### config.mk
export PLATFORM = sky130hd
export DESIGN_NAME = rotor_ctrl_flat
export DESIGN_NICKNAME = d
export VERILOG_FILES = /design/src/rtl/rotor_ctrl_if.sv /design/src/rtl/rotor_ctrl.sv /design/src/flat_wrapper.sv
export SDC_FILE = /design/constraint.sdc
export NUM_CORES = 1
export LEC_CHECK = 0
export ABC_AREA = 1
export CORE_AREA = 8 8 221 223
export CTS_BUF_LIST = sky130_fd_sc_hd__clkbuf_2
export CTS_CLUSTER_DIAMETER = 30
export DETAILED_ROUTE_END_ITERATION = 8
export DIE_AREA = 0 0 229 231
export GPL_TIMING_DRIVEN = 0
export PLACE_DENSITY = 0.61
export SETUP_SLACK_MARGIN = 0.05
export SLEW_MARGIN = 10
export SYNTH_ARGS = -nofsm -noshare
export SYNTH_HDL_FRONTEND = slang
export SYNTH_SLANG_ARGS = --single-unit
export TNS_END_PERCENT = 50
### constraint.sdc
create_clock -name clk -period 1.27 [get_ports clk]
set_input_delay 0.381 -clock clk [delete_from_list [all_inputs] [get_ports clk]]
set_output_delay 0.381 -clock clk [all_outputs]
set_load 0.02 [all_outputs]
### src/rtl/rotor_ctrl_if.sv
// Stream and rotor-side signal bundle for rotor_ctrl.
// master = controller side, slave = character source/sink and rotor.
`timescale 1ns/1ps
interface rotor_ctrl_if #(
  parameter int CW = 8
) ();
  logic          in_valid;
  logic          in_ready;
  logic [CW-1:0] in_char;
  logic          out_valid;
  logic          out_ready;
  logic [CW-1:0] out_char;
  logic          r_set;
  logic [31:0]   r_offset;
  logic [31:0]   r_delay;
  logic [207:0]  r_idx;
  logic          r_dec;
  logic          r_valid;
  logic [CW-1:0] r_din;
  logic          r_en;
  logic [CW-1:0] r_dout;
  logic          r_done;

  modport master (
    input  in_valid, in_char, out_ready, r_dout, r_done,
    output in_ready, out_valid, out_char,
           r_set, r_offset, r_delay, r_idx, r_dec, r_valid, r_din, r_en
  );

  modport slave (
    output in_valid, in_char, out_ready, r_dout, r_done,
    input  in_ready, out_valid, out_char,
           r_set, r_offset, r_delay, r_idx, r_dec, r_valid, r_din, r_en
  );
endinterface

### src/rtl/rotor_ctrl.sv
// Sequencer for one rotor stage: config strobe, load/step pulses, timed wait
// for r_done, output hold. Optional char_cnt port under `ROTOR_CTRL_CNT_EN`.
`timescale 1ns/1ps
module rotor_ctrl #(
  parameter int TIMEOUT = 64,
  parameter int CW      = 8
) (
  input  logic          clk,
  input  logic          reset_n,
  input  logic          cfg_load,
  input  logic [31:0]   cfg_offset,
  input  logic [31:0]   cfg_delay,
  input  logic [207:0]  cfg_idx,
  input  logic          cfg_dec,
  rotor_ctrl_if.master  bus,
  output logic          busy,
  output logic          err
`ifdef ROTOR_CTRL_CNT_EN
  ,
  output logic [15:0]   char_cnt
`endif
);

  localparam int              CNT_W    = $clog2(TIMEOUT);
  localparam logic [CNT_W-1:0] CNT_LAST = CNT_W'(TIMEOUT - 1);

  typedef enum logic [2:0] {
    S_IDLE,
    S_CFG,
    S_LOAD,
    S_STEP,
    S_WAIT,
    S_HOLD
  } state_t;

  state_t           state;
  logic [CNT_W-1:0] wait_cnt;

  function automatic logic is_letter(input logic [CW-1:0] c);
    return (c >= CW'(8'h41)) && (c <= CW'(8'h5A));
  endfunction

  always_ff @(posedge clk) begin
    if (!reset_n) begin
      state        <= S_IDLE;
      wait_cnt     <= '0;
      busy         <= 1'b0;
      err          <= 1'b0;
      bus.in_ready <= 1'b0;
      bus.out_valid <= 1'b0;
      bus.out_char <= '0;
      bus.r_set    <= 1'b0;
      bus.r_offset <= '0;
      bus.r_delay  <= '0;
      bus.r_idx    <= '0;
      bus.r_dec    <= 1'b0;
      bus.r_valid  <= 1'b0;
      bus.r_din    <= '0;
      bus.r_en     <= 1'b0;
`ifdef ROTOR_CTRL_CNT_EN
      char_cnt     <= '0;
`endif
    end else begin
      // strobes default low so each lasts exactly one cycle
      bus.r_set   <= 1'b0;
      bus.r_valid <= 1'b0;
      bus.r_en    <= 1'b0;

      case (state)
        S_IDLE: begin
          if (cfg_load) begin
            bus.r_offset <= cfg_offset;
            bus.r_delay  <= cfg_delay;
            bus.r_idx    <= cfg_idx;
            bus.r_dec    <= cfg_dec;
            bus.r_set    <= 1'b1;
            err          <= 1'b0;
            bus.in_ready <= 1'b0;
            busy         <= 1'b1;
            state        <= S_CFG;
`ifdef ROTOR_CTRL_CNT_EN
            char_cnt     <= '0;
`endif
          end else if (bus.in_valid && bus.in_ready) begin
            bus.in_ready <= 1'b0;
            busy         <= 1'b1;
            if (is_letter(bus.in_char)) begin
              bus.r_din   <= bus.in_char;
              bus.r_valid <= 1'b1;
              state       <= S_LOAD;
            end else begin
              bus.out_char  <= bus.in_char;
              bus.out_valid <= 1'b1;
              state         <= S_HOLD;
            end
          end else begin
            // in_ready comes up on the first cycle after reset release
            bus.in_ready <= 1'b1;
          end
        end

        S_CFG: begin
          bus.in_ready <= 1'b1;
          busy         <= 1'b0;
          state        <= S_IDLE;
        end

        S_LOAD: begin
          bus.r_en <= 1'b1;
          state    <= S_STEP;
        end

        S_STEP: begin
          wait_cnt <= '0;
          state    <= S_WAIT;
        end

        S_WAIT: begin
          // r_done wins over the timeout on the final count
          if (bus.r_done) begin
            bus.out_char  <= bus.r_dout;
            bus.out_valid <= 1'b1;
            state         <= S_HOLD;
          end else if (wait_cnt == CNT_LAST) begin
            err          <= 1'b1;
            bus.in_ready <= 1'b1;
            busy         <= 1'b0;
            state        <= S_IDLE;
          end else begin
            wait_cnt <= wait_cnt + 1'b1;
          end
        end

        S_HOLD: begin
          if (bus.out_ready) begin
            bus.out_valid <= 1'b0;
            bus.in_ready  <= 1'b1;
            busy          <= 1'b0;
            state         <= S_IDLE;
`ifdef ROTOR_CTRL_CNT_EN
            if (char_cnt != 16'hFFFF) begin
              char_cnt <= char_cnt + 16'd1;
            end
`endif
          end
        end

        default: begin
          bus.out_valid <= 1'b0;
          bus.in_ready  <= 1'b1;
          busy          <= 1'b0;
          state         <= S_IDLE;
        end
      endcase
    end
  end

endmodule

### src/flat_wrapper.sv
// flat-port wrapper written by rule: the top's interface ports become plain ports
module rotor_ctrl_flat 
#(
  parameter int TIMEOUT = 64,
  parameter int CW      = 8
)
  (clk, reset_n, cfg_load, cfg_offset, cfg_delay, cfg_idx, cfg_dec, busy, err, bus_in_valid, bus_in_char, bus_out_ready, bus_r_dout, bus_r_done, bus_in_ready, bus_out_valid, bus_out_char, bus_r_set, bus_r_offset, bus_r_delay, bus_r_idx, bus_r_dec, bus_r_valid, bus_r_din, bus_r_en);
  rotor_ctrl_if #(.CW(CW)) bus_i ();
  input  logic clk;
  input  logic reset_n;
  input  logic cfg_load;
  input  logic [31:0] cfg_offset;
  input  logic [31:0] cfg_delay;
  input  logic [207:0] cfg_idx;
  input  logic cfg_dec;
  output logic busy;
  output logic err;
  input wire logic [$bits(bus_i.in_valid)-1:0] bus_in_valid;
  input wire logic [$bits(bus_i.in_char)-1:0] bus_in_char;
  input wire logic [$bits(bus_i.out_ready)-1:0] bus_out_ready;
  input wire logic [$bits(bus_i.r_dout)-1:0] bus_r_dout;
  input wire logic [$bits(bus_i.r_done)-1:0] bus_r_done;
  output wire logic [$bits(bus_i.in_ready)-1:0] bus_in_ready;
  output wire logic [$bits(bus_i.out_valid)-1:0] bus_out_valid;
  output wire logic [$bits(bus_i.out_char)-1:0] bus_out_char;
  output wire logic [$bits(bus_i.r_set)-1:0] bus_r_set;
  output wire logic [$bits(bus_i.r_offset)-1:0] bus_r_offset;
  output wire logic [$bits(bus_i.r_delay)-1:0] bus_r_delay;
  output wire logic [$bits(bus_i.r_idx)-1:0] bus_r_idx;
  output wire logic [$bits(bus_i.r_dec)-1:0] bus_r_dec;
  output wire logic [$bits(bus_i.r_valid)-1:0] bus_r_valid;
  output wire logic [$bits(bus_i.r_din)-1:0] bus_r_din;
  output wire logic [$bits(bus_i.r_en)-1:0] bus_r_en;
  assign bus_i.in_valid = bus_in_valid;
  assign bus_i.in_char = bus_in_char;
  assign bus_i.out_ready = bus_out_ready;
  assign bus_i.r_dout = bus_r_dout;
  assign bus_i.r_done = bus_r_done;
  assign bus_in_ready = bus_i.in_ready;
  assign bus_out_valid = bus_i.out_valid;
  assign bus_out_char = bus_i.out_char;
  assign bus_r_set = bus_i.r_set;
  assign bus_r_offset = bus_i.r_offset;
  assign bus_r_delay = bus_i.r_delay;
  assign bus_r_idx = bus_i.r_idx;
  assign bus_r_dec = bus_i.r_dec;
  assign bus_r_valid = bus_i.r_valid;
  assign bus_r_din = bus_i.r_din;
  assign bus_r_en = bus_i.r_en;
  rotor_ctrl #(.TIMEOUT(TIMEOUT), .CW(CW)) u_core (.clk(clk), .reset_n(reset_n), .cfg_load(cfg_load), .cfg_offset(cfg_offset), .cfg_delay(cfg_delay), .cfg_idx(cfg_idx), .cfg_dec(cfg_dec), .bus(bus_i), .busy(busy), .err(err));
endmodule
==> results of run 1 <==
-- cell usage after synthesis --
cell and count:
nand4_1 9, nand3b_1 3, buf_2 48, clkbuf_1 62
xnor2_1 1, dfxtp_1 305, o21ai_0 6, and3_1 2
nand3_1 297, buf_1 1, nor3_2 1, nand2_4 2
buf_4 18, nand3_4 1, nand2_2 3, nand2_1 355
a21oi_1 292, inv_1 47, nand2_8 1, nor2_2 1
nand3_2 1, nand4_2 1, nor2_8 1, nor2_1 33
inv_2 4, ha_1 1
-- per-stage QoR --
step                setup TNS, ns  std cells  power [W]  utilization
floorplan                   -1.34       1496     0.0170            -
global placement          -298.93       2685     0.0220        0.408
detailed placement        -302.29       2685     0.0222        0.408
CTS                       -314.68       3177     0.0325        0.517
global route              -296.33       3235     0.0353        0.535
finish                    -215.43       3236     0.0334        0.535
-- path summary, 6_finish.rpt --
check | slack, ns | end | depth (start not counted)
hold reg to reg | 0.47 | u_core.bus.r_offset[24] | 2
setup reg to reg | -0.26 | u_core.bus.r_idx[26] | 10
setup / recovery | -0.64 | bus_r_idx[163] | 1
hold / removal | 0.16 | u_core.bus.out_char[7] | 7
-- power breakdown --
part,total [W],internal [W],switching (W),leakage (nW)
sequential,0.0119,0.0110,0.000913,2.62
clock,0.00823,0.00365,0.00458,0.691
combinational,0.0133,0.00645,0.00685,6.87
-- state kept, by name, indices dropped and copies added (netlist names) --
signal,count
u_core.bus.r_idx,208
u_core.bus.r_delay,32
u_core.bus.r_offset,32
u_core.bus.out_char,8
u_core.bus.r_din,8
u_core.wait_cnt,6
u_core.state,3
u_core.bus.in_ready,1
u_core.bus.out_valid,1
u_core.bus.r_dec,1
u_core.bus.r_en,1
u_core.bus.r_set,1
u_core.bus.r_valid,1
u_core.busy,1
u_core.err,1
-- routing by layer --
metal	vias up	wire length, um	GRT usage
met1	7103	24000	0.236
met3	150	4790	0.0684
met2	678	31500	0.383
met4	2	2470	0.116
met5	-	8	0
li1	7214	-	-
-- layout by cell type, fill, tap and decap left out, types with 9 or more instances in the layout --
master             n
clkinv_2          12
nand4_1            9
nand3_1          293
nor2_1            28
clkinv_1          17
dfxtp_4           10
dfxtp_2          291
nand2_1          342
buf_6            331
clkbuf_2         157
nand2_2           13
clkdlybuf4s50_1  293
dlygate4sd3_1    285
a21oi_1          286
buf_4             95
clkbuf_1          34
inv_1             45
-- repair_timing --
item                                   in CTS  in global routing
resized for setup                        2139                147
pin swaps                                   1                 11
hold buffers                              286                  0
setup endpoints to repair                 600                600
endpoints found under the hold margin     289                  0
setup buffers                              37                 50
gates cloned                                1                  4
-- cells by family after synthesis --
group           after synthesis
fa+ha+maj                     1
compound gates              298
simple gates                711
buf+inv                     180
xor+xnor                      1
flops                       305
-- cell type report --
class / count / area (sq um) / share of cell area
timing repair buffer: 964 / 9920 / 0.411
sequential: 305 / 6510 / 0.270
multi-input combinational: 1013 / 4880 / 0.202
buffer: 129 / 946 / 0.0392
tap: 600 / 751 / 0.0311
clock buffer: 132 / 661 / 0.0274
clock inverter: 36 / 260 / 0.0108
inverter: 51 / 201 / 0.00834
antenna: 6 / 15.0 / 0.000622
==> reports/qor.yml, run 1 <==
hold_path:
  holdCritPathClass: "primary input to register"
  min-delay-start: "bus_r_dout[7]"
global_routing:
  grt_usage: 0.219
  grt-ovfl-total: 0
  grt_pass1_vias: 15500
  grt_pass1_wl_um: 91700
  grt_max_degree: 14
  antenna_found_initial: 6
worst_setup_path:
  start_kind: "register"
  endpoint_kind: "output port"
  cp_max_fo: 2
  cpPeakStageDelay_ns: 0.38
  critPathKind: "register to output port"
  worst_path_dominant_cell_family: "flip-flops"
  crit_arrival_ns: 1.53
  crit_start: "u_core.bus.r_idx[163]"
  path_cells: "buf_6"
  crit_slowest_cell: "dfxtp_4"
  r2r-start: "u_core.state[1]"
  crit_buf_inv: 1
  cp.required_ns: 0.89
die:
  num_rows: 78
  die_h_um: 231
  dieArea_sq_um: 52900
  core_sq_um: 45100
  dieWidth_um: 229
  start_util: 0.257
  io_pins: 591
sta:
  max_slew.worst_pin.slew_ns: 1.06
  period_minus_slack_ns: 1.91
  relSlewSlack: 0.292
  layout_setup_ws_ns: -0.640
  grt_setup_unrepaired: "yes"
  post-route-period-util: 1.50
  fin_hold_ws_ns: 0.160
  fmax_mhz: 523
  hold_violations: 0
  drv_slew: 0
  finClkSkew_ns: 0.0652
  setup_viol: 599
synthesis:
  syn-num-nets: 1792
  synth-xor-area-share: 0.000755
  yosysTopAreaCellShare: 0.527
  synth_seq_area_share: 0.527
  ys_warn_count: 0
  synth.area.mux_share: 0
  synth_top_cells_by_area: "dfxtp_1 53%, nand3_1 13%, a21oi_1 13%"
  avgSynthCellArea_sq_um: 7.75
  netlist_instances: 1496
  synth.largest_area_cell: "dfxtp_1"
  syn_area_sq_um: 11600
  synth_compound_area_frac: 0.129
  synth_top_family_by_area: "simple AND/OR/NAND/NOR gates"
  ys_ff_latch: 305
  yosys.area_share.simple: 0.274
  yosys.cell_types.count: 26
  synthAdderAreaFrac: 0.00108
cts:
  ctsHtreeMaxLevel: 3
  ctsLongestPathBuffers: 3
  numCtsBuffers: 92
  clk_pin_slew_ns: 0.10
  clockRootBuffer: "clkbuf_2"
  clk_latency_ns: 1.04
  clkSinkCount: 305
  cts_tree: "done"
layout:
  design_area_sq_um: 24100
  drive_gt1_frac: 0.373
  num-fill-cells: 3977
  area_growth_pct: 108
  nNetsFinal: 2852
outcome:
  status: "finished, violations left"
  violations: "negative setup slack"
routing:
  drt_first_pass_iters: 5
  drt_iter0_drc: 688
  wl_per_cell_um: 19.4
  drc: 0
  viasPerCell: 4.68
  vias: 15100
  drtAntennaViolNets: 0
  drt-total-wl_um: 62800
pwr:
  irDropWorstVdd_mv: 0.794
  p_leak_nw: 10.2
  power_density_nw_per_um2: 1390
place:
  port_buffers: 589
  hpwl_um: 43000
  placed_area_sq_um: 18400
  place_congestion: 0.845
  place_ws_ns: -1.51
run:
  maxCapViolCount: 0
Power figures use the tool's default switching activity.
==> run 2, diff against run 1 <==
Settings changed: PLACE_DENSITY 0.61 to 0.59.
Clock period 1.27 ns to 2.2 ns, I/O delays scaled along.
==> run 2 against run 1 <==
Compared with the run above:
- the flow still finishes with violations (negative setup slack)
- first-iteration DRC count is 16% lower
- worst hold slack hardly changed
- clock skew is 0.0076 ns lower
- setup slack better by 0.62 ns
- via count is 9.9% lower
- final cell count is 8.2% lower
- flip-flop and latch count stayed put
- highest routed layer is now met4
==> reports/qor.yml, run 2 (synthesis gave the netlist of run 1 again) <==
layout:
  layout_commonest_cell: "nand2_1"
  reg_top3: "u_core.bus.r_idx (208), u_core.bus.r_delay (32), u_core.bus.r_offset (32)"
  multiInputGateArea_sq_um: 4680
  regMostFlops: "u_core.bus.r_idx"
  nNetsFinal: 2590
  largest_reg_flops: 208
  register_area_sq_um: 6490
  utilization: 0.464
  num-fill-cells: 4451
  drive_gt1_frac: 0.363
  final_cell_mix: "355 x nand2_1, 297 x nand3_1, 294 x buf_6"
  area_growth_pct: 80.5
sta:
  hold_violations: 0
  drv_slew: 0
  finClkSkew_ns: 0.0575
  max_slew.worst_pin.slew_ns: 0.772
  relSlewSlack: 0.485
  grt_setup_unrepaired: "yes"
  layout_setup_ws_ns: -0.0215
  post-route-period-util: 1.01
  period_minus_slack_ns: 2.22
  fmax_mhz: 450
  setup_viol: 17
cts:
  clkSinkCount: 305
  numCtsBuffers: 95
  clk_latency_ns: 1.04
  ctsHtreeMaxLevel: 3
  clk_pin_slew_ns: 0.12
  cts_tree: "done"
  ctsLongestPathBuffers: 3
  clockRootBuffer: "clkbuf_2"
outcome:
  status: "finished, violations left"
  violations: "negative setup slack"
routing:
  drt-total-wl_um: 55000
  viasPerCell: 4.59
  drtAntennaViolNets: 0
  drt_first_pass_iters: 5
  drc: 0
  vias: 13700
  drt_iter0_drc: 579
  wl_per_cell_um: 18.5
pwr:
  power_density_nw_per_um2: 854
  irDropWorstVdd_mv: 0.501
  p_leak_nw: 8.73
place:
  place_congestion: 0.855
  hpwl_um: 41000
  port_buffers: 589
  place_ws_ns: -0.601
worst_setup_path:
  start_kind: "register"
  path_cells: "buf_6"
  cpPeakStageDelay_ns: 0.38
  crit_buf_inv: 1
  critPathKind: "register to output port"
  endpoint_kind: "output port"
  cp.required_ns: 1.54
  worst_path_dominant_cell_family: "flip-flops"
  cp_max_fo: 2
  crit_slowest_cell: "dfxtp_4"
  crit_arrival_ns: 1.56
die:
  die_h_um: 231
  start_util: 0.257
  num_rows: 78
  dieArea_sq_um: 52900
  io_pins: 591
  dieWidth_um: 229
  core_sq_um: 45100
global_routing:
  grt_pass1_vias: 13800
  grt_pass1_wl_um: 80800
  grt_usage: 0.193
  grt_max_degree: 14
  antenna_found_initial: 7
  grt-ovfl-total: 0
run:
  maxCapViolCount: 0
hold_path:
  holdCritPathClass: "primary input to register"
[run 2: cell types whose count changed in the layout (fill, tap and decap cells not counted), moves of 13 or more]
cell	change
dlygate4sd3_1	-216
nand2_1	+13
buf_2	+42
buf_6	-37
clkbuf_2	-34
clkbuf_1	+28
buf_4	-33
[run 2: timing repair]
action,in CTS,in global routing
buffers inserted,15,28
setup endpoints to repair,296,296
hold buffers,69,0
endpoints found under the hold margin,69,0
gates resized for setup,1788,351
gates cloned,0,0
[run 2: power by group]
group | internal, W | total [W] | switching, W
Combinational | 0.00281 | 0.00630 | 0.00350
Clock | 0.00204 | 0.00471 | 0.00268
Sequential | 0.00634 | 0.00685 | 0.000512
[run 2: per-stage QoR]
step | instances | TNS, ns | instance area (sq um) | power (W) | hold slack (ns)
2_1_floorplan | 1496 | 0 | 11600 | 0.00976 | 0.454
3_3_place_gp | 2685 | -88.30 | 18200 | 0.0126 | 0.439
3_5_place_dp | 2685 | -94.41 | 18200 | 0.0126 | 0.448
4_1_cts | 2938 | -51.04 | 19900 | 0.0176 | 0.000861
5_1_grt | 2971 | -45.46 | 20900 | 0.0189 | 0.0157
6_report | 2972 | -0.177 | 20900 | 0.0179 | 0.160
[run 2: per-layer routing]
layer | track usage | up-vias | share of wire | routed length (um)
li1 | - | 6663 | - | -
met1 | 0.201 | 6329 | 0.38 | 20700
met2 | 0.338 | 553 | 0.50 | 27500
met3 | 0.0795 | 110 | 0.091 | 4990
met4 | 0.0877 | 0 | 0.033 | 1840
met5 | 0 | - | 0 | 0
[run 2: path summary, 6_finish.rpt]
check,from,endpoint,slack [ns],cells after the start
min reg2reg,u_core.bus.out_valid,u_core.bus.out_valid,0.46,2
min,cfg_delay[21],u_core.bus.r_delay[21],0.16,3
max reg2reg,u_core.state[0],u_core.bus.r_idx[92],0.40,8
max,u_core.bus.r_idx[205],bus_r_idx[205],-0.02,1
[run 2: cell type report]
class / instances / area share
antenna: 6 / 0.000718
buffer: 129 / 0.0292
clock buffer: 123 / 0.0294
clock inverter: 46 / 0.0144
inverter: 51 / 0.00915
multi-input combinational: 1011 / 0.224
sequential: 305 / 0.310
tap: 600 / 0.0359
timing repair buffer: 701 / 0.347
==> run 3, diff against run 2 <==
Settings changed: CORE_AREA 8 8 221 223 to 8 8 224 226, CTS_BUF_LIST sky130_fd_sc_hd__clkbuf_2 to default, DIE_AREA 0 0 229 231 to 0 0 232 234, PLACE_DENSITY 0.59 to 0.58.
==> run 3 against run 2 <==
Compared with the run above:
- the run now ends clean
- critical path type unchanged
- via count fell by 4.7%
- first-iteration DRC count fell by 7.6%
- largest power group is now clock
- clock skew fell by 0.044 ns
- worst hold slack improved by 0.28 ns
- clock-buffer cell count fell by 10
- core utilization fell by 1.8 points
==> reports/qor.yml, run 3 (synthesis gave the netlist of run 1 again) <==
sta:
  post-route-period-util: 0.922
  max_slew.worst_pin.slew_ns: 0.735
  period_minus_slack_ns: 2.03
  fmax_mhz: 493
  drv_slew: 0
  hold_violations: 0
  finClkSkew_ns: 0.0139
  relSlewSlack: 0.510
  grt_setup_unrepaired: "no"
  fin_hold_ws_ns: 0.443
  setup_viol: 0
die:
  dieArea_sq_um: 54300
  num_rows: 80
  die_h_um: 234
  core_sq_um: 46800
  start_util: 0.247
  io_pins: 591
  dieWidth_um: 232
hold_path:
  holdCritPathClass: "register to register"
routing:
  viasPerCell: 4.54
  drt-total-wl_um: 53300
  wl_per_cell_um: 18.6
  vias: 13000
  drtAntennaViolNets: 0
  drc: 0
  drt_iter0_drc: 535
  drt_first_pass_iters: 5
worst_setup_path:
  critPathKind: "register to output port"
  endpoint_kind: "output port"
  worstRegToRegCells: 8
  path_cells: "dlygate4sd2_1"
  crit_start: "u_core.bus.in_ready"
  start_kind: "register"
  crit_arrival_ns: 1.37
  cp_max_fo: 3
  reg2reg_to: "u_core.bus.r_idx[93]"
  cpPeakStageDelay_ns: 0.40
  crit_buf_inv: 1
  r2r-start: "u_core.state[0]"
  r2r_setup_slack_ns: 0.44
  cp.required_ns: 1.54
  crit_cells: 1
  endpoint: "bus_in_ready"
  crit_slowest_cell: "dlygate4sd2_1"
  worst_path_dominant_cell_family: "buffers and inverters"
place:
  placed_area_sq_um: 18300
  port_buffers: 589
  place_congestion: 0.851
  placedCellCount: 2700
  hpwl_um: 41400
layout:
  finalNonFillerCells: 2865
  drive_gt1_frac: 0.105
  layout_commonest_cell: "nand2_1"
  area_growth_pct: 80.0
  final_cell_mix: "355 x nand2_1, 305 x dfxtp_1, 297 x nand3_1"
  utilization: 0.446
  regMostFlops: "u_core.bus.r_idx"
  nNetsFinal: 2471
  largest_reg_flops: 208
  design_area_sq_um: 20900
  reg_top3: "u_core.bus.r_idx (208), u_core.bus.r_delay (32), u_core.bus.r_offset (32)"
cts:
  numCtsBuffers: 88
  clkSinkCount: 305
  ctsHtreeMaxLevel: 3
  clockRootBuffer: "clkbuf_16"
  cts_tree: "done"
  ctsLongestPathBuffers: 3
  holdBufCountCts: 0
  clk_pin_slew_ns: 0.04
  post_cts.repair.setup_buffers: 0
  clk_latency_ns: 0.60
pwr:
  power_density_nw_per_um2: 1170
  irDropWorstVdd_mv: 0.743
  p_leak_nw: 9.31
  total_power_w: 0.0244
global_routing:
  antenna_found_initial: 4
  grt_usage: 0.186
  grt_pass1_vias: 13400
  grt_max_degree: 13
  grt_pass1_wl_um: 78800
  grt-ovfl-total: 0
outcome:
  status: "finished, final reports clean"
run:
  maxCapViolCount: 0
run 3: changes by cell type in the layout (fill, tap and decap cells not counted), moves of 5 or more:
cell and change:
clkbuf_16 +89, clkbuf_1 +11, dfxtp_1 +294, clkbuf_8 +12
buf_4 -44, clkinv_4 +12, dfxtp_4 -5, dfxtp_2 -289
clkbuf_2 -122, buf_6 -294, dlygate4sd2_1 +295, clkinvlp_4 +7
clkinv_1 -24, dlygate4sd3_1 -69
run 3: layout make-up:
type	instances	area [sq um]
plain buffers	129	613
inverters	51	191
multi-input cells	1011	4680
diodes	2	5.00
fillers	4702	26000
repair buffers	589	5530
flip-flops and latches	305	6110
clock buffers	113	2440
well taps	615	769
clock inverters	50	539
run 3: how the worst min path moves through the flow:
stage	cells after the start	slack, ns	endpoint	startpoint
final	2	0.44	u_core.bus.out_valid	u_core.bus.out_valid
after global routing	2	0.46	u_core.bus.out_valid	u_core.bus.out_valid
after CTS	2	0.45	u_core.bus.out_valid	u_core.bus.out_valid
after detailed placement	2	0.45	u_core.bus.out_valid	u_core.bus.out_valid
after global placement	2	0.44	u_core.bus.r_din[6]	u_core.bus.r_din[6]
after floorplan	2	0.45	u_core.wait_cnt[2]	u_core.wait_cnt[2]
run 3: repair_timing:
item | 4_1_cts | 5_1_grt
hold endpoints to repair | 0 | 0
endpoints found under the setup margin | 316 | 0
gates resized for setup | 299 | 0
run 3: worst register-to-register path, stage by stage, from the launching register on:
cell	delay, ns
dfxtp_1	0.34
inv_2	0.09
nand2_2	0.11
nor2_8	0.24
nand2_2	0.20
buf_4	0.24
buf_2	0.24
nand2_1	0.10
a21oi_1	0.06
run 3: routing by layer:
layer / wire length [um] / up-vias / part of all wire / GRT usage
li1: - / 6437 / - / -
met1: 20300 / 6009 / 0.38 / 0.198
met2: 26600 / 500 / 0.50 / 0.326
met3: 5130 / 72 / 0.096 / 0.0768
met4: 1280 / 0 / 0.024 / 0.0718
met5: 0 / - / 0 / 0
run 3: through the flow:
step	TNS, ns	setup WS (ns)
3_3_place_gp	-94.75	-0.691
5_1_grt	0	0.0715
6_report	0	0.171
4_1_cts	0	0.0839
2_1_floorplan	0	0.639
3_5_place_dp	-96.80	-0.708
run 3: power breakdown:
group	internal, W	leakage, nW	switching (W)
Combinational	0.00203	5.36	0.00339
Sequential	0.00623	2.50	0.000361
Clock	0.00862	1.45	0.00379
